$ cat src/rtl/ladrao_pkg.sv
// Shared types for the thief-catching game: FSM states, BCD digit, and
// maximal-length Galois LFSR tap masks indexed by register width.
package ladrao_pkg;

    typedef enum logic [1:0] {
        IDLE = 2'd0,
        PLAY = 2'd1,
        OVER = 2'd2
    } state_t;

    typedef logic [3:0] bcd_t;

    // Tap masks for a right-shifting Galois LFSR (bit n-1 set for tap n).
    localparam logic [31:0] LFSR_TAPS [8:32] = '{
        32'h0000_00B8, 32'h0000_0110, 32'h0000_0240, 32'h0000_0500,
        32'h0000_0829, 32'h0000_100D, 32'h0000_2015, 32'h0000_6000,
        32'h0000_D008, 32'h0001_2000, 32'h0002_0400, 32'h0004_0023,
        32'h0009_0000, 32'h0014_0000, 32'h0030_0000, 32'h0042_0000,
        32'h00E1_0000, 32'h0120_0000, 32'h0200_0023, 32'h0400_0013,
        32'h0900_0000, 32'h1400_0000, 32'h2000_0029, 32'h4800_0000,
        32'h8020_0003
    };

endpackage

$ cat src/rtl/ladrao_bcd_countdown.sv
// M:SS BCD countdown: load presets START_MIN:00, each tick subtracts one
// second, and the count parks at 0:00.
module bcd_countdown
    import ladrao_pkg::*;
#(
    parameter int START_MIN = 3
) (
    input  logic clk,
    input  logic rst_n,
    input  logic load,
    input  logic tick,
    output bcd_t min_bcd,
    output bcd_t sec_tens,
    output bcd_t sec_ones,
    output logic zero
);

    bcd_t min_q, min_d, tens_q, tens_d, ones_q, ones_d;

    assign zero = (min_q == 4'd0) && (tens_q == 4'd0) && (ones_q == 4'd0);

    always_comb begin
        min_d  = min_q;
        tens_d = tens_q;
        ones_d = ones_q;
        if (load) begin
            min_d  = bcd_t'(START_MIN);
            tens_d = 4'd0;
            ones_d = 4'd0;
        end else if (tick && !zero) begin
            if (ones_q != 4'd0) begin
                ones_d = ones_q - 4'd1;
            end else begin
                ones_d = 4'd9;
                if (tens_q != 4'd0) begin
                    tens_d = tens_q - 4'd1;
                end else begin
                    tens_d = 4'd5;
                    min_d  = min_q - 4'd1;
                end
            end
        end
    end

    always_ff @(posedge clk or negedge rst_n) begin
        if (!rst_n) begin
            min_q  <= bcd_t'(START_MIN);
            tens_q <= 4'd0;
            ones_q <= 4'd0;
        end else begin
            min_q  <= min_d;
            tens_q <= tens_d;
            ones_q <= ones_d;
        end
    end

    assign min_bcd  = min_q;
    assign sec_tens = tens_q;
    assign sec_ones = ones_q;

endmodule

$ cat src/rtl/ladrao_game_core.sv
// Thief-catching game core: timed round, LFSR-driven thief pattern, score.
// Optional LADRAO_PAUSE_EN adds a pause input that freezes play.
module ladrao_game_core
    import ladrao_pkg::*;
#(
    parameter int          WIDTH     = 18,
    parameter int          TICK_DIV  = 50_000_000,
    parameter int          START_MIN = 3,
    parameter int          MOVE_SEC  = 10,
    parameter logic [31:0] SEED      = 32'd1
) (
    input  logic             clk,
    input  logic             rst_n,
    input  logic             start,
`ifdef LADRAO_PAUSE_EN
    input  logic             pause,
`endif
    input  logic [WIDTH-1:0] sw,
    output logic [WIDTH-1:0] thief,
    output logic             match,
    output logic [3:0]       min_bcd,
    output logic [3:0]       sec_tens,
    output logic [3:0]       sec_ones,
    output logic [7:0]       score,
    output logic             game_over,
    output logic [1:0]       state
);

    localparam int PW = (TICK_DIV > 2) ? $clog2(TICK_DIV) : 1;
    localparam logic [WIDTH-1:0] TAPS     = LFSR_TAPS[WIDTH][WIDTH-1:0];
    localparam logic [WIDTH-1:0] SEED_EFF = (SEED[WIDTH-1:0] == '0) ? WIDTH'(1) : SEED[WIDTH-1:0];

    state_t           state_q;
    logic [PW-1:0]    presc_q;
    logic [5:0]       move_q;
    logic [WIDTH-1:0] thief_q, lfsr_nxt;
    logic [7:0]       score_q;
    logic             match_q, over_q;
    logic             frozen, run, tick, catch_hit, load, last_sec, zero;

`ifdef LADRAO_PAUSE_EN
    assign frozen = pause;
`else
    assign frozen = 1'b0;
`endif

    assign run       = (state_q == PLAY) && !frozen;
    assign tick      = run && (presc_q == PW'(TICK_DIV - 1));
    assign catch_hit = run && (sw == thief_q);
    assign load      = start && ((state_q == IDLE) || (state_q == OVER));
    assign last_sec  = (min_bcd == 4'd0) && (sec_tens == 4'd0) && (sec_ones == 4'd1);
    assign lfsr_nxt  = (thief_q >> 1) ^ (thief_q[0] ? TAPS : '0);

    bcd_countdown #(.START_MIN(START_MIN)) u_timer (
        .clk      (clk),
        .rst_n    (rst_n),
        .load     (load),
        .tick     (tick),
        .min_bcd  (min_bcd),
        .sec_tens (sec_tens),
        .sec_ones (sec_ones),
        .zero     (zero)
    );

    always_ff @(posedge clk or negedge rst_n) begin
        if (!rst_n) begin
            state_q <= IDLE;
            presc_q <= '0;
            move_q  <= '0;
            thief_q <= SEED_EFF;
            score_q <= '0;
            match_q <= 1'b0;
            over_q  <= 1'b0;
        end else begin
            match_q <= 1'b0;
            case (state_q)
                IDLE, OVER: begin
                    if (start) begin
                        state_q <= PLAY;
                        over_q  <= 1'b0;
                        presc_q <= '0;
                        move_q  <= '0;
                        score_q <= '0;
                    end
                end
                PLAY: begin
                    if (run) begin
                        presc_q <= tick ? '0 : presc_q + PW'(1);
                        // A catch consumes the step, so a coincident move is dropped.
                        if (catch_hit) begin
                            match_q <= 1'b1;
                            thief_q <= lfsr_nxt;
                            move_q  <= '0;
                            if (score_q != 8'hFF) score_q <= score_q + 8'd1;
                        end else if (tick) begin
                            if (move_q == 6'(MOVE_SEC - 1)) begin
                                thief_q <= lfsr_nxt;
                                move_q  <= '0;
                            end else begin
                                move_q  <= move_q + 6'd1;
                            end
                        end
                        if (tick && last_sec) begin
                            state_q <= OVER;
                            over_q  <= 1'b1;
                        end
                    end
                end
                default: state_q <= IDLE;
            endcase
        end
    end

    assign thief     = thief_q;
    assign match     = match_q;
    assign score     = score_q;
    assign game_over = over_q;
    assign state     = state_q;

endmodule

$ cat config.mk
export PLATFORM = sky130hd
export DESIGN_NAME = ladrao_game_core
export DESIGN_NICKNAME = d
export VERILOG_FILES = /design/src/rtl/ladrao_pkg.sv /design/src/rtl/ladrao_bcd_countdown.sv /design/src/rtl/ladrao_game_core.sv
export SDC_FILE = /design/constraint.sdc
export NUM_CORES = 1
export LEC_CHECK = 0
export CAP_MARGIN = 25
export CORE_UTILIZATION = 35
export DETAILED_ROUTE_END_ITERATION = 16
export GPL_TIMING_DRIVEN = 0
export PLACE_DENSITY = 0.68
export SKIP_CTS_REPAIR_TIMING = 1
export SYNTH_ARGS = -nofsm -noshare
export SYNTH_HDL_FRONTEND = slang
export SYNTH_HIERARCHICAL = 1
export SYNTH_SLANG_ARGS = --single-unit
$ cat constraint.sdc
create_clock -name clk -period 2.41 [get_ports clk]
set_clock_uncertainty 0.05 [all_clocks]
set_input_delay 0.723 -clock clk [delete_from_list [all_inputs] [get_ports clk]]
set_output_delay 0.723 -clock clk [all_outputs]
set_load 0.01 [all_outputs]
# --- Yosys cells after proc, flatten, opt, wreduce, memory -nomap -nowiden ---
# Cells that the tools add are included.
word_totals:
  regBits: 74
  latchBits: 0
  ramBits: 0
  rom_bits: 0
  in_bits: 21
  wordCells: 95
  mem_count: 0
op_classes:
  addsub: 6
  multipliers: 0
  n_div: 0
  n_lt_le_gt_ge: 0
  eq_ne: 14
  n_shift: 0
  n_mux: 35
  bitwise_logic: 1
  reduce_logical: 29
op_table:
  columns: ["op", "n"]
  rows:
  - ["$mux W18", 4]
  - ["$mux W26", 2]
  - ["$pmux W26 S2", 1]
  - ["$mux W4", 11]
  - ["$add A26 B1 Y26 const B", 1]
  - ["$eq A26 B26 Y1 const B", 1]
  - ["$mux W6", 4]
  - ["$mux W8", 3]
  - ["$eq A18 B18 Y1", 1]
  - ["$xor A17 B18 Y18", 1]
  - ["$pmux W8 S2", 1]
  - ["$logic_not A4 Y1", 3]
  - ["$pmux W6 S2", 1]
  - ["$reduce_and A3 Y1", 4]
  - ["$sub A4 B1 Y4 const B", 3]
  - ["$add A8 B1 Y8 const B", 1]
  - ["$logic_and A1 B1 Y1", 8]
  - ["$ne A8 B8 Y1 const B", 1]
  - ["$reduce_bool A2 Y1", 4]
  - ["$reduce_bool A4 Y1", 2]
  - ["$add A6 B1 Y6 const B", 1]
  - ["$eq A6 B4 Y1 const B", 1]
  - ["$ne A2 B1 Y1 const B", 3]
  - ["$ne A2 B2 Y1 const B", 3]
  - ["other kinds (14)", 20]

# --- Logic depth before layout (Yosys ltp) ---
# Gate-level depths: netlist of run 1.
depth:
  depth_word: 7
  depth_mapped: 11

# --- Cells and area by module ---
# Netlist of run 1, hierarchy kept.
modules_own_cells:
  columns: ["mod", "instances", "cells_each", "area_each_um2"]
  rows:
  - ["ladrao_game_core", 1, 370, 3606.0]
  - ["bcd_countdown", 1, 79, 745.7]

# --- Worst setup path after synthesis of run 1 ---
# OpenSTA, ideal clock, no wires.
synth_path:
  kind: "input port to flip-flop"
  from: "input sw[6]"
  to: "register thief_q[10], in the netlist thief[10]"
  setup_time_ns: 0.125
  arrival_ns: 2.261
  t_required_ns: 2.235
  path_slack_ns: -0.026
  cell_stages: 7
  cell_sequence: "xnor2_1 nand4_1 nor3_1 nand2_1 a21oi_4 buf_12 mux2_4"
synth_between:
  elab_chain_len: 4
  word_cells_on_any_way: 6
  classes_between: "eq/ne (1); mux (1); reduce/logical (4)"
synth_lines:
  columns: ["item", "line_no", "rtl"]
  rows:
  - ["start: declaration", "ladrao_game_core.sv:18", "input logic [WIDTH-1:0] sw,"]
  - ["$eq A18 B18 Y1 (*)", "ladrao_game_core.sv:49", "assign catch_hit = run && (sw == thief_q);"]
  - ["$logic_and A1 B1 Y1 (*)", "ladrao_game_core.sv:49", null]
  - ["$reduce_bool A2 Y1 (no source line)", null, null]
  - ["$reduce_and A3 Y1 (no source line)", null, null]
  - ["end signal: assignment", "ladrao_game_core.sv:92", "thief_q <= lfsr_nxt;"]
  - ["end signal: assignment", "ladrao_game_core.sv:97", "thief_q <= lfsr_nxt;"]
  - ["end: declaration", "ladrao_game_core.sv:36", "logic [WIDTH-1:0] thief_q, lfsr_nxt;"]
# Mark *: on every way between the ends. The rest lies on a longest branch, timed or not.
# A chain may end at the register's enable or synchronous reset.

# --- Worst setup path after layout of run 1 ---
layout_path:
  from: "register presc_q[1]"
  to: "register u_timer.tens_q[1], in the netlist u_timer/sec_tens[1]"
layout_between:
  elab_chain_len: 5
layout_lines:
  columns: ["item", "line_no", "rtl"]
  rows:
  - ["start: declaration", "ladrao_game_core.sv:34", "logic [PW-1:0] presc_q;"]
  - ["start signal: assignment", "ladrao_game_core.sv:88", "presc_q <= tick ? '0 : presc_q + PW'(1);"]
  - ["$eq A26 B26 Y1", "ladrao_game_core.sv:48", "assign tick = run && (presc_q == PW'(TICK_DIV - 1));"]
  - ["$logic_and A1 B1 Y1", "ladrao_game_core.sv:48", null]
  - ["named net tick", "ladrao_game_core.sv:39", "logic frozen, run, tick, catch_hit, load, last_sec, zero;"]
  - ["$logic_and A1 B1 Y1", "ladrao_bcd_countdown.sv:30", "end else if (tick && !zero) begin"]
  - ["$reduce_bool A2 Y1 (no source line)", null, null]
  - ["$reduce_and A2 Y1 (no source line)", null, null]
  - ["end signal: assignment", "ladrao_bcd_countdown.sv:52", "tens_q <= tens_d;"]
  - ["end: declaration", "ladrao_bcd_countdown.sv:18", "bcd_t min_q, min_d, tens_q, tens_d, ones_q, ones_d;"]
# The timed path passes the listed nets, and every way through them passes these cells.

==> impl_metrics.env, run 1 <==
export IMPL_status="complete, but fails checks"
export IMPL_violations="setup timing"
export IMPL_clk_latency_ps=330
export IMPL_max_vdd_ir_drop_mv=0.341
export IMPL_syn_area_sq_um=4350
export IMPL_worstRegToRegCells=11
export IMPL_final_cell_mix="dfrtp_1, buf_4, o21ai_0, clkdlybuf4s50_1, nand2_1"
export IMPL_finalNetCount=581
export IMPL_fmax_mhz=399
export IMPL_crit_chain="ha_4 -> nand3_4 -> or2_1 -> buf_6 -> nor3_4 -> nand2_2 -> clkinv_4 -> nand4bb_1 -> buf_6 -> or4_1 -> a21oi_1"
export IMPL_rows=40
export IMPL_finalWirelength_microns=11100
export IMPL_io_pins=63
export IMPL_first_global_vias=3616
export IMPL_viasPerCell=5.30
export IMPL_die_area_sq_um=12900
export IMPL_critPathCaptureType="register"
export IMPL_path_class="register to register"
export IMPL_cts_buffers=9
export IMPL_fin_cells=726
export IMPL_p_total_mw=3.39
export IMPL_cts_root_buf="clkbuf_16"
export IMPL_drt_initial_drc_count=200
export IMPL_setup_tns_ps=-300
export IMPL_dp_cells=680
export IMPL_vias=3847
export IMPL_cts_buffer_depth=2
export IMPL_synth_sequential_area_ratio=0.426
export IMPL_cellPowerDensity_nw_per_um2=567
export IMPL_relSlewSlack=0.567
export IMPL_initial_core_util=0.361
export IMPL_clock_sinks=74
export IMPL_ant_nets=0
export IMPL_synthCells=449
export IMPL_worst_path_most_repeated_cell="buf_6"
export IMPL_rsz0062_at_grt="true"
export IMPL_grt_max_degree=48
export IMPL_synth_area_leaders="dfrtp_1, o21ai_0, nand2_1"
export IMPL_fin_crit_sh=1.04
export IMPL_hold_viol_final=0
export IMPL_maxCapViolCount=0
export IMPL_rr_startpoint="presc_q[1]$_DFFE_PN0P_"
export IMPL_antenna_cells=0
export IMPL_synth_cell_types=67
export IMPL_drc=0
export IMPL_htreeDepth=3
export IMPL_setup_ws_ps=-97.7
export IMPL_finish_utilization=0.496
export IMPL_cts_tree="built"
export IMPL_cp_arrival_ps=2710
export IMPL_drtPass1Iterations=4
export IMPL_synthArstFlopShare=1.00
export IMPL_worstMarginPinSlew_ps=645
export IMPL_setup_viol=5
export IMPL_synth_top_cell_by_area="dfrtp_1"
export IMPL_fp_dieW_microns=114
export IMPL_avgSynthCellArea_sq_um=9.69
export IMPL_yosys_most_used_dff="dfrtp_1"
export IMPL_critPathMaxFanout=7
export IMPL_yosys_register_bits=74
export IMPL_yosysWarnings=6
export IMPL_worstPathRequired_ps=2610
export IMPL_wl_per_cell_microns=15.3
export IMPL_finalMaxSlewViolations=0
export IMPL_whs_ps=263
export IMPL_synth_edf_count=0
export IMPL_hold_path_class="primary input to async pin"
export IMPL_place_congestion=0.828
export IMPL_core_area_sq_um=12100
export IMPL_critPathLaunchType="register"
export IMPL_clk_pin_slew_ps=60
export IMPL_fillers=1081
export IMPL_critPathBufInv=3
export IMPL_crit_family="simple AND/OR/NAND/NOR gates"
export IMPL_syn2layout_area_growth_pct=37.5
export IMPL_leakage_nw=2.66
export IMPL_grt_pass1_wl_microns=17600
export IMPL_reg2reg_to="u_timer/sec_tens[1]$_DFFE_PN0P_"
export IMPL_worst_path_max_delay_cell="dfrtp_1"
export IMPL_drive_gt1_frac=0.228
export IMPL_layout_commonest_cell="dfrtp_1"
export IMPL_synth_top_area_frac=0.408
export IMPL_grt_use_total=0.170
export IMPL_overflow=0
export IMPL_io_buffers=62
export IMPL_cp_slowest_stage_delay_ps=400
export IMPL_synthesis_nets=477
export IMPL_rrSetupSlack_ps=-100
export IMPL_layout_min_cycle_time_ps=2510
export IMPL_antenna_found_initial=0
export IMPL_fp_dieH_microns=114
export IMPL_hpwl_microns=7480
==> stage by stage <==
stage	area, sq um	setup WS (ps)
after global placement	5190	-2090
after CTS	5530	-495
final	5980	-97.7
after detailed placement	5220	-849
after floorplan	4360	42.3
after global routing	5980	-188
==> Yosys cell counts (all sizes together) (8+ instances only) <==
cell    count
nor3       12
nand3      19
xor2        8
nor2       17
a21oi      17
dfrtp      71
xnor2      18
o21ai      48
nand2      44
inv        12
nor4       12
clkbuf     12
and3        8
mux2       19
buf        25
nand4      19
o31ai       8
==> where the power goes <==
group | internal, mW | switching, mW
logic | 0.254 | 0.263
registers | 1.35 | 0.140
clock network | 0.884 | 0.505
==> routing by layer <==
metal	part of all wire	wire (microns)	vias to the layer above	track usage
li1	-	-	1838	-
met1	0.45	4990	1914	0.221
met2	0.51	5650	85	0.285
met3	0.028	313	10	0.0244
met4	0.012	131	0	0.0675
met5	0	0	-	0
==> state kept, by name, summed over array words and instances, names as in the netlist, 2 cells and up <==
register	flops
u_timer/sec_ones	4
u_timer/sec_tens	4
score	8
presc_q	26
state	2
thief	18
move_q	6
u_timer/min_bcd	4
==> area by class of cell <==
cell class	instances	area, sq um	area share
inverters	12	50.0	0.00836
flip-flops and latches	74	1860	0.310
repair buffers	94	952	0.159
clock buffers	12	267	0.0445
clock inverters	4	48.8	0.00816
plain buffers	36	238	0.0397
well taps	168	210	0.0351
multi-input cells	326	2360	0.395
==> cells by family after synthesis <==
group / count (synthesis) / share of synthesized area
compound gates: 102 / 0.146
xor+xnor: 26 / 0.0523
fa+ha+maj: 7 / 0.0201
buf+inv: 49 / 0.0641
flops: 74 / 0.426
mux: 22 / 0.0647
simple gates: 169 / 0.226
==> worst max path at each step <==
stage	cells after the start	end	slack, ps	from
CTS	8	thief[14]$_DFFE_PN0P_	-500	sw[1]
finish	11	u_timer/sec_tens[1]$_DFFE_PN0P_	-100	presc_q[1]$_DFFE_PN0P_
detailed placement	8	thief[14]$_DFFE_PN0P_	-850	sw[1]
global route	11	u_timer/sec_tens[1]$_DFFE_PN0P_	-190	presc_q[1]$_DFFE_PN0P_
global placement	1	u_timer/min_bcd[3]$_DFFE_PN0P_	-2090	rst_n
floorplan	7	thief[10]$_DFFE_PN0P_	40	sw[1]
Power figures use the tool's default switching activity.
==> run 2: changes to the inputs <==
--- a/config.mk
+++ b/config.mk
@@ -6,10 +6,12 @@
 export NUM_CORES = 1
 export LEC_CHECK = 0
 export CAP_MARGIN = 25
+export CORE_MARGIN = 3
 export CORE_UTILIZATION = 35
 export DETAILED_ROUTE_END_ITERATION = 16
+export DONT_BUFFER_PORTS = 1
 export GPL_TIMING_DRIVEN = 0
-export PLACE_DENSITY = 0.68
+export PLACE_DENSITY = 0.61
 export SKIP_CTS_REPAIR_TIMING = 1
 export SYNTH_ARGS = -nofsm -noshare
 export SYNTH_HDL_FRONTEND = slang
==> run 2 against run 1 <==
Against the previous run:
- the run still ends with setup timing left
- die area increased by 7.2%
- clock power barely moved
- global-route usage shrank 1.8 points
- utilization decreased by 6.1 points
- fmax shrank 0.80%
- final area shrank 12%
- final cell count fell by 9.5%
- power is 3.1% lower
- critical path type unchanged
- largest cell class unchanged
==> impl_metrics.env, run 2 (synthesized netlist as in run 1, its figures left out) <==
export IMPL_status="complete, but fails checks"
export IMPL_violations="setup timing"
export IMPL_power_internal_mw=2.42
export IMPL_first_global_vias=3363
export IMPL_core_area_sq_um=12100
export IMPL_initial_core_util=0.361
export IMPL_io_pins=63
export IMPL_rr_startpoint="presc_q[0]$_DFFE_PN0P_"
export IMPL_relSlewSlack=0.513
export IMPL_grt_pass1_wl_microns=17200
export IMPL_largest_reg_flops=26
export IMPL_worstMarginPinSlew_ps=723
export IMPL_ant_nets=0
export IMPL_layout_min_cycle_time_ps=2530
export IMPL_worstRegToRegCells=11
export IMPL_dp_cells=617
export IMPL_worstPathRequired_ps=2620
export IMPL_finalMaxSlewViolations=0
export IMPL_setup_ws_ps=-118
export IMPL_cts_buffers=9
export IMPL_grt_max_degree=75
export IMPL_hpwl_microns=7360
export IMPL_clk_latency_ps=330
export IMPL_wl_per_cell_microns=16.6
export IMPL_place_congestion=0.847
export IMPL_htreeDepth=3
export IMPL_rows=40
export IMPL_cts_root_buf="clkbuf_16"
export IMPL_syn2layout_area_growth_pct=20.5
export IMPL_cp_arrival_ps=2740
export IMPL_power_frac_clock=0.429
export IMPL_maxCapViolCount=0
export IMPL_die_area_sq_um=13800
export IMPL_drc=0
export IMPL_clk_pin_slew_ps=60
export IMPL_critPathLaunchType="register"
export IMPL_cts_tree="built"
export IMPL_p_comb_frac=0.120
export IMPL_fmax_mhz=396
export IMPL_rsz0062_at_grt="true"
export IMPL_drive_gt1_frac=0.245
export IMPL_regMostFlops="presc_q"
export IMPL_hold_path_class="primary input to async pin"
export IMPL_grt_use_total=0.152
export IMPL_drt_initial_drc_count=175
export IMPL_cts_buffer_depth=2
export IMPL_vias=3632
export IMPL_fp_dieH_microns=118
export IMPL_finalNetCount=512
export IMPL_rrSetupSlack_ps=-120
export IMPL_hold_viol_final=0
export IMPL_critPathCaptureType="register"
export IMPL_antenna_cells=0
export IMPL_clock_sinks=74
export IMPL_leakage_nw=2.22
export IMPL_p_total_mw=3.28
export IMPL_path_class="register to register"
export IMPL_max_vdd_ir_drop_mv=0.326
export IMPL_place_ws_ps=-358
export IMPL_io_buffers=0
export IMPL_cellPowerDensity_nw_per_um2=626
export IMPL_final_cell_mix="dfrtp_1, o21ai_0, nand2_1"
export IMPL_reg2reg_to="u_timer/sec_tens[1]$_DFFE_PN0P_"
export IMPL_p_sw_uw=866
export IMPL_critPathMaxFanout=6
export IMPL_fin_crit_sh=1.05
export IMPL_crit_start="presc_q[0]$_DFFE_PN0P_"
export IMPL_switching_share=0.264
export IMPL_antenna_found_initial=0
export IMPL_fp_dieW_microns=118
export IMPL_layout_commonest_cell="dfrtp_1"
export IMPL_fin_cells=657
export IMPL_finish_utilization=0.435
export IMPL_overflow=0
export IMPL_setup_viol=7
export IMPL_drtPass1Iterations=4
export IMPL_viasPerCell=5.53
export IMPL_finalWirelength_microns=10900
export IMPL_seqPwrFrac=0.451
run 2: cell types whose count changed in the layout (fill, tap and decap cells not counted), moves of 3 or more:
cell	delta
mux2_4	+7
buf_6	+3
a21oi_1	-3
dlymetal6s2s_1	-16
mux2_2	-7
a21oi_2	+3
clkdlybuf4s50_1	-45
buf_4	-10
run 2: critical path, stage by stage, from the launching register on:
cell       delay (ps)
dfrtp_1           400
ha_2              210
nand3_2           100
or2_1             260
buf_6             140
nor3_4            250
nand2_2           130
clkinv_4          100
nand4bb_1         120
buf_6             150
or4_4             410
a21oi_2           130
run 2: metrics by stage:
stage / setup TNS, ps / instance area, sq um / hold WS, ps
after global placement: -5990 / 4570 / 383
after floorplan: 0 / 4360 / 377
after global routing: -2720 / 5250 / 14.6
final: -363 / 5250 / 33.4
after CTS: -3230 / 4890 / 21.3
after detailed placement: -6320 / 4570 / 383
run 2: layer usage:
| metal | vias up | GRT usage | wire length (microns) |
|---|---|---|---|
| li1 | 1701 | - | - |
| met1 | 1813 | 0.197 | 4750 |
| met2 | 103 | 0.253 | 5480 |
| met3 | 15 | 0.0327 | 484 |
| met4 | 0 | 0.0505 | 163 |
| met5 | - | 0 | 0 |
run 2: power groups by stage:
stage	Combinational, mW	Sequential [mW]	Clock (mW)
after floorplan	0.274	1.47	0
after global placement	0.330	1.49	0
after detailed placement	0.339	1.50	0
after CTS	0.342	1.48	1.44
after global routing	0.438	1.50	1.50
final	0.394	1.48	1.41
run 2: area by class of cell:
class / count / area (sq um)
inverters: 12 / 50.0
clock buffers: 13 / 270
repair buffers: 24 / 220
well taps: 168 / 210
fillers: 1143 / 6820
flip-flops and latches: 74 / 1860
clock inverters: 3 / 46.3
plain buffers: 37 / 244
multi-input cells: 326 / 2350
run 2: how the worst max path moves through the flow:
stage / to / slack (ps)
after floorplan: thief[10]$_DFFE_PN0P_ / 40
after global placement: u_timer/sec_tens[1]$_DFFE_PN0P_ / -360
after detailed placement: u_timer/sec_tens[1]$_DFFE_PN0P_ / -360
after CTS: u_timer/sec_tens[1]$_DFFE_PN0P_ / -390
after global routing: u_timer/sec_tens[1]$_DFFE_PN0P_ / -260
final: u_timer/sec_tens[1]$_DFFE_PN0P_ / -120
==> run 3: changes to the inputs <==
--- a/config.mk
+++ b/config.mk
@@ -6,6 +6,7 @@
 export NUM_CORES = 1
 export LEC_CHECK = 0
 export CAP_MARGIN = 25
+export CORE_ASPECT_RATIO = 0.5
 export CORE_MARGIN = 3
 export CORE_UTILIZATION = 35
 export DETAILED_ROUTE_END_ITERATION = 16
==> run 3 against run 2 <==
Against the previous run:
- the run still ends with setup timing left
- sequential power about the same
- flip-flop and latch count unchanged
- routed wire length decreased by 2.7%
- worst hold slack got worse by 4.2 ps
- highest routed layer unchanged
- largest power group unchanged
- via count decreased by 1.9%
- critical path type unchanged
- final cell count decreased by 1.4%
==> impl_metrics.env, run 3 (synthesized netlist as in run 1, its figures left out) <==
export IMPL_setup_viol=18
export IMPL_grt_use_total=0.153
export IMPL_max_vdd_ir_drop_mv=0.281
export IMPL_crit_chain="ha_2 -> nand3_2 -> or2_1 -> buf_6 -> nor3_4 -> nand2_2 -> clkinv_4 -> nand4bb_1 -> buf_6 -> or4_4 -> a21oi_2"
export IMPL_place_ws_ps=-414
export IMPL_viasPerCell=5.50
export IMPL_drc=0
export IMPL_critPathLaunchType="register"
export IMPL_setup_ws_ps=-126
export IMPL_largest_reg_flops=26
export IMPL_finalWirelength_microns=10600
export IMPL_critPathMaxFanout=8
export IMPL_die_area_sq_um=13900
export IMPL_rows=28
export IMPL_ant_nets=0
export IMPL_antenna_found_initial=0
export IMPL_path_class="register to register"
export IMPL_fmax_mhz=394
export IMPL_io_pins=63
export IMPL_hpwl_microns=7120
export IMPL_layout_commonest_cell="dfrtp_1"
export IMPL_initial_core_util=0.363
export IMPL_p_sw_uw=899
export IMPL_switching_share=0.287
export IMPL_critPathCaptureType="register"
export IMPL_seqPwrFrac=0.476
export IMPL_first_global_vias=3264
export IMPL_layout_min_cycle_time_ps=2540
export IMPL_grt_pass1_wl_microns=17100
export IMPL_drive_gt1_frac=0.244
export IMPL_dp_cells=614
export IMPL_crit_family="simple AND/OR/NAND/NOR gates"
export IMPL_cts_buffer_depth=2
export IMPL_maxCapViolCount=0
export IMPL_cts_tree="built"
export IMPL_leakage_nw=2.20
export IMPL_overflow=0
export IMPL_crit_start="presc_q[0]$_DFFE_PN0P_"
export IMPL_worst_path_most_repeated_cell="buf_6"
export IMPL_fin_crit_sh=1.05
export IMPL_relSlewSlack=0.581
export IMPL_htreeDepth=3
export IMPL_p_comb_frac=0.118
export IMPL_cts_root_buf="clkbuf_16"
export IMPL_drt_initial_drc_count=136
export IMPL_clk_pin_slew_ps=60
export IMPL_rsz0062_at_grt="true"
export IMPL_clock_sinks=74
export IMPL_rr_startpoint="presc_q[0]$_DFFE_PN0P_"
export IMPL_fp_dieH_microns=84.8
export IMPL_fin_cells=648
export IMPL_finalNetCount=506
export IMPL_wl_per_cell_microns=16.3
export IMPL_place_congestion=0.813
export IMPL_status="complete, but fails checks"
export IMPL_syn2layout_area_growth_pct=18.4
export IMPL_drtPass1Iterations=5
export IMPL_hold_path_class="primary input to async pin"
export IMPL_worstPathRequired_ps=2620
export IMPL_finalMaxSlewViolations=0
export IMPL_power_internal_mw=2.24
export IMPL_cp_arrival_ps=2750
export IMPL_worstMarginPinSlew_ps=623
export IMPL_core_area_sq_um=12000
export IMPL_regMostFlops="presc_q"
export IMPL_antenna_cells=0
export IMPL_final_cell_mix="dfrtp_1, o21ai_0, nand2_1"
export IMPL_io_buffers=0
export IMPL_worst_path_max_delay_cell="or4_4"
export IMPL_cts_buffers=9
export IMPL_critPathBufInv=3
export IMPL_violations="setup timing"
export IMPL_clk_latency_ps=340
export IMPL_whs_ps=29.2
export IMPL_power_frac_clock=0.406
export IMPL_hold_viol_final=0
export IMPL_cellPowerDensity_nw_per_um2=609
export IMPL_grt_max_degree=75
export IMPL_vias=3563
export IMPL_fp_dieW_microns=164
export IMPL_cp_slowest_stage_delay_ps=410
run 3: cell types whose count changed in the layout (fill, tap and decap cells not counted), sizes merged:
cell	before	now
clkbuf	24	20
buf	50	44
clkinv	2	4
inv	11	14
bufinv	1	0
run 3: layout make-up:
class	instances	area, sq um
fillers	1168	6830
multi-input cells	326	2320
flip-flops and latches	74	1860
plain buffers	35	233
clock buffers	9	225
well taps	165	206
repair buffers	20	199
clock inverters	7	60.1
inverters	12	50.0
run 3: worst reg2reg max path: stages, from the launching register on:
cell       delay, ps
dfrtp_1          400
ha_2             210
nand3_2          100
or2_1            250
buf_6            130
nor3_4           290
nand2_2          140
clkinv_4         100
nand4bb_1        120
buf_6            160
or4_4            410
a21oi_2          120
run 3: through the flow:
step	TNS (ps)	instance area (sq um)	total power [mW]	util
2_1_floorplan	0	4360	1.74	-
3_3_place_gp	-7710	4570	1.83	0.381
3_5_place_dp	-9160	4570	1.83	0.381
6_report	-447	5150	3.14	0.430
5_1_grt	-5040	5150	3.29	0.430
4_1_cts	-4740	4850	3.13	0.405
run 3: power groups by stage:
stage / combinational [mW] / sequential, mW / clock [mW]
after floorplan: 0.274 / 1.47 / 0
after global placement: 0.334 / 1.49 / 0
after detailed placement: 0.338 / 1.49 / 0
after CTS: 0.338 / 1.47 / 1.32
after global routing: 0.417 / 1.51 / 1.36
final: 0.370 / 1.49 / 1.27
run 3: path summary, 6_finish.rpt:
path,slack (ps),endpoint,cells past startpoint
hold / removal,30,presc_q[17]$_DFFE_PN0P_,0
setup reg to reg,-130,u_timer/sec_tens[1]$_DFFE_PN0P_,11
setup / recovery,-130,u_timer/sec_tens[1]$_DFFE_PN0P_,11
hold reg to reg,450,presc_q[25]$_DFFE_PN0P_,1
min in group clk,450,presc_q[25]$_DFFE_PN0P_,1
max in group asynchronous,2060,u_timer/min_bcd[1]$_DFFE_PN1P_,0
run 3: metal layers:
layer	share of wire	up-vias	track usage
met4	0.016	0	0.0468
met2	0.45	81	0.226
li1	-	1703	-
met3	0.039	14	0.0351
met1	0.50	1765	0.223
met5	0	-	0
==> RTL change (settings of run 3) <==
Add a define of `LADRAO_PAUSE_EN`.
--- a/src/rtl/ladrao_game_core.sv
+++ b/src/rtl/ladrao_game_core.sv
@@ -2,2 +2,4 @@
 // Optional LADRAO_PAUSE_EN adds a pause input that freezes play.
+`define LADRAO_PAUSE_EN
+
 module ladrao_game_core
Ports: changed (added pause); port bits go from 63 to 64. No check against the original RTL was run, so the function may have changed too.
==> RTL change against run 3 <==
- the run still ends with setup timing left
- count of clock-buffer cells in the layout is 3 higher
- synthesized cell count fell by 2.7%
- cell count fell by 1.7%
- sequential share of layout area fell by 0.90 points
- area after synthesis fell by 2.3%
- setup slack worse by 32 ps
- final area grew 2.4%
- sequential cell count stayed put
- non-clock buffer count did not move
- routed wire length is 0.60% higher
Power is not compared: it rests on default switching activity, and its combinational part moved more than twofold at a synthesized area within 25%.
==> RTL change: results (changes against run 3) <==
[critical_path]
max_stage_delay_ps=490  ; was 410 ps
timing.reg2reg.worst_path_depth=6  ; was 11
regToRegStartpoint=state[1]  ; was presc_q[0]
crit-reg2reg-capture=u_timer/min_bcd[3]  ; was u_timer/sec_tens[1]
crit_fanout=7  ; was 8
cpMaxStageDelayCell=sky130_fd_sc_hd__or4_4  ; unchanged
worst-endpoint-arrival_ps=2730  ; was 2750 ps

[place]
gp_congestion=0.822  ; was 0.813
detailed_place_hpwl_um=7340  ; was 7120 um
io_buffer_count=0  ; unchanged

[routing]
vias=3521  ; was 3563
detailed_route_wire_length_um=10700  ; was 10600 um
dr.pass1.iters=4  ; was 5
first_iter_violations=195  ; was 136

[grt]
grt_use_met3=0.0396  ; was 0.0351
globalRouteMet1Util=0.222  ; was 0.223
grtUsageTotal=0.155  ; was 0.153
number_of_antenna_violations_at_the_first_check_in_global_routing=0  ; unchanged
grt_pass1_wl_um=17100  ; about the same
gr-usage-met2=0.231  ; was 0.226
vias_in_the_first_global_route=3196  ; was 3264

[finish]
finish.utilization=0.462  ; was 0.430
layout-drive-gt1-share=0.255  ; was 0.244
layout.nets=502  ; was 506

[synthesis]
yosys_warnings=6  ; unchanged
synth_sequential_area_ratio=0.436  ; was 0.426
yosys-top-cells-count=71 x sky130_fd_sc_hd__dfrtp_1, 30 x sky130_fd_sc_hd__nand2_1, 30 x sky130_fd_sc_hd__nor2_1  ; was 71 x sky130_fd_sc_hd__dfrtp_1, 46 x sky130_fd_sc_hd__o21ai_0, 42 x sky130_fd_sc_hd__nand2_1
synth_top_cells_by_area=sky130_fd_sc_hd__dfrtp_1 42%, sky130_fd_sc_hd__xnor2_1 4.5%, sky130_fd_sc_hd__mux2_2 4.2%  ; was sky130_fd_sc_hd__dfrtp_1 41%, sky130_fd_sc_hd__o21ai_0 5.3%, sky130_fd_sc_hd__nand2_1 3.6%
synthesis.nets=466  ; was 477
yosys.area_share.adder=0.0206  ; was 0.0201
fraction_of_synthesized_cell_area_in_xor_and_xnor_cells=0.0618  ; was 0.0523
synth_area_in_compound_gates=0.137  ; was 0.146
synth.mux.area_fraction=0.0550  ; was 0.0647
synth_cell_types=65  ; was 67

[status]
status=complete, but fails checks  ; unchanged
violated_checks=setup timing  ; unchanged

[sta]
tns_ps=-2470  ; was -447 ps
finish_stage_setup_viols=24  ; was 18
final_critical_path_setup_slack_ps=-159  ; was -126 ps
slew_headroom=0.551  ; was 0.581
finalHoldWorstSlack_ps=36.7  ; was 29.2 ps

[hold_path]
hold_path_class=primary input to asynchronous set/reset pin  ; unchanged

[pwr]
vdd_ir_drop_max_v=0.000361

==> RTL change: changes by cell type after synthesis, sizes merged, moves of 4 or more <==
cell | before | now
clkbuf | 12 | 8
o31ai | 8 | 3
nand2 | 44 | 30
xnor2 | 18 | 22
o21ai | 48 | 33
nand3 | 19 | 12
nor2 | 17 | 32
and2 | 2 | 6
a31oi | 7 | 13
==> RTL change: metrics by stage <==
stage               setup WS, ps  cell area [um^2]  std cells
floorplan                   -464              4330        437
global placement            -774              4530        596
detailed placement          -754              4530        596
CTS                         -673              4880        612
global route                -215              5280        637
finish                      -159              5280        637
==> RTL change: how the worst max path moves through the flow <==
stage	from	end	slack [ps]	depth (start not counted)
global route	state[1]	thief[16]	-210	8
global placement	pause	thief[10]	-770	7
CTS	presc_q[0]	thief[10]	-670	8
floorplan	pause	u_timer/min_bcd[3]	-460	8
finish	state[1]	u_timer/min_bcd[3]	-160	6
detailed placement	pause	thief[13]	-750	7
==> RTL change: power groups by stage <==
stage / clock, mW / sequential, mW / combinational (mW)
CTS: 1.61 / 1.35 / 0.139
floorplan: 0 / 1.36 / 0.113
detailed placement: 0 / 1.38 / 0.137
finish: 1.58 / 1.36 / 0.159
global route: 1.68 / 1.36 / 0.178
global placement: 0 / 1.37 / 0.135
==> RTL change: cell type report <==
cell class | instances | area (um^2)
clock buffer | 12 | 256
buffer | 27 | 201
multi-input combinational | 319 | 2350
inverter | 14 | 52.6
tap | 159 | 199
sequential | 74 | 1860
timing repair buffer | 28 | 258
fill | 1072 | 6140
clock inverter | 4 | 97.6
==> RTL change: routing by layer <==
metal	share of wire	wire (um)	up-vias
li1	-	-	1663
met1	0.48	5110	1758
met2	0.45	4830	86
met3	0.049	522	14
met4	0.017	185	0
met5	0	0	-
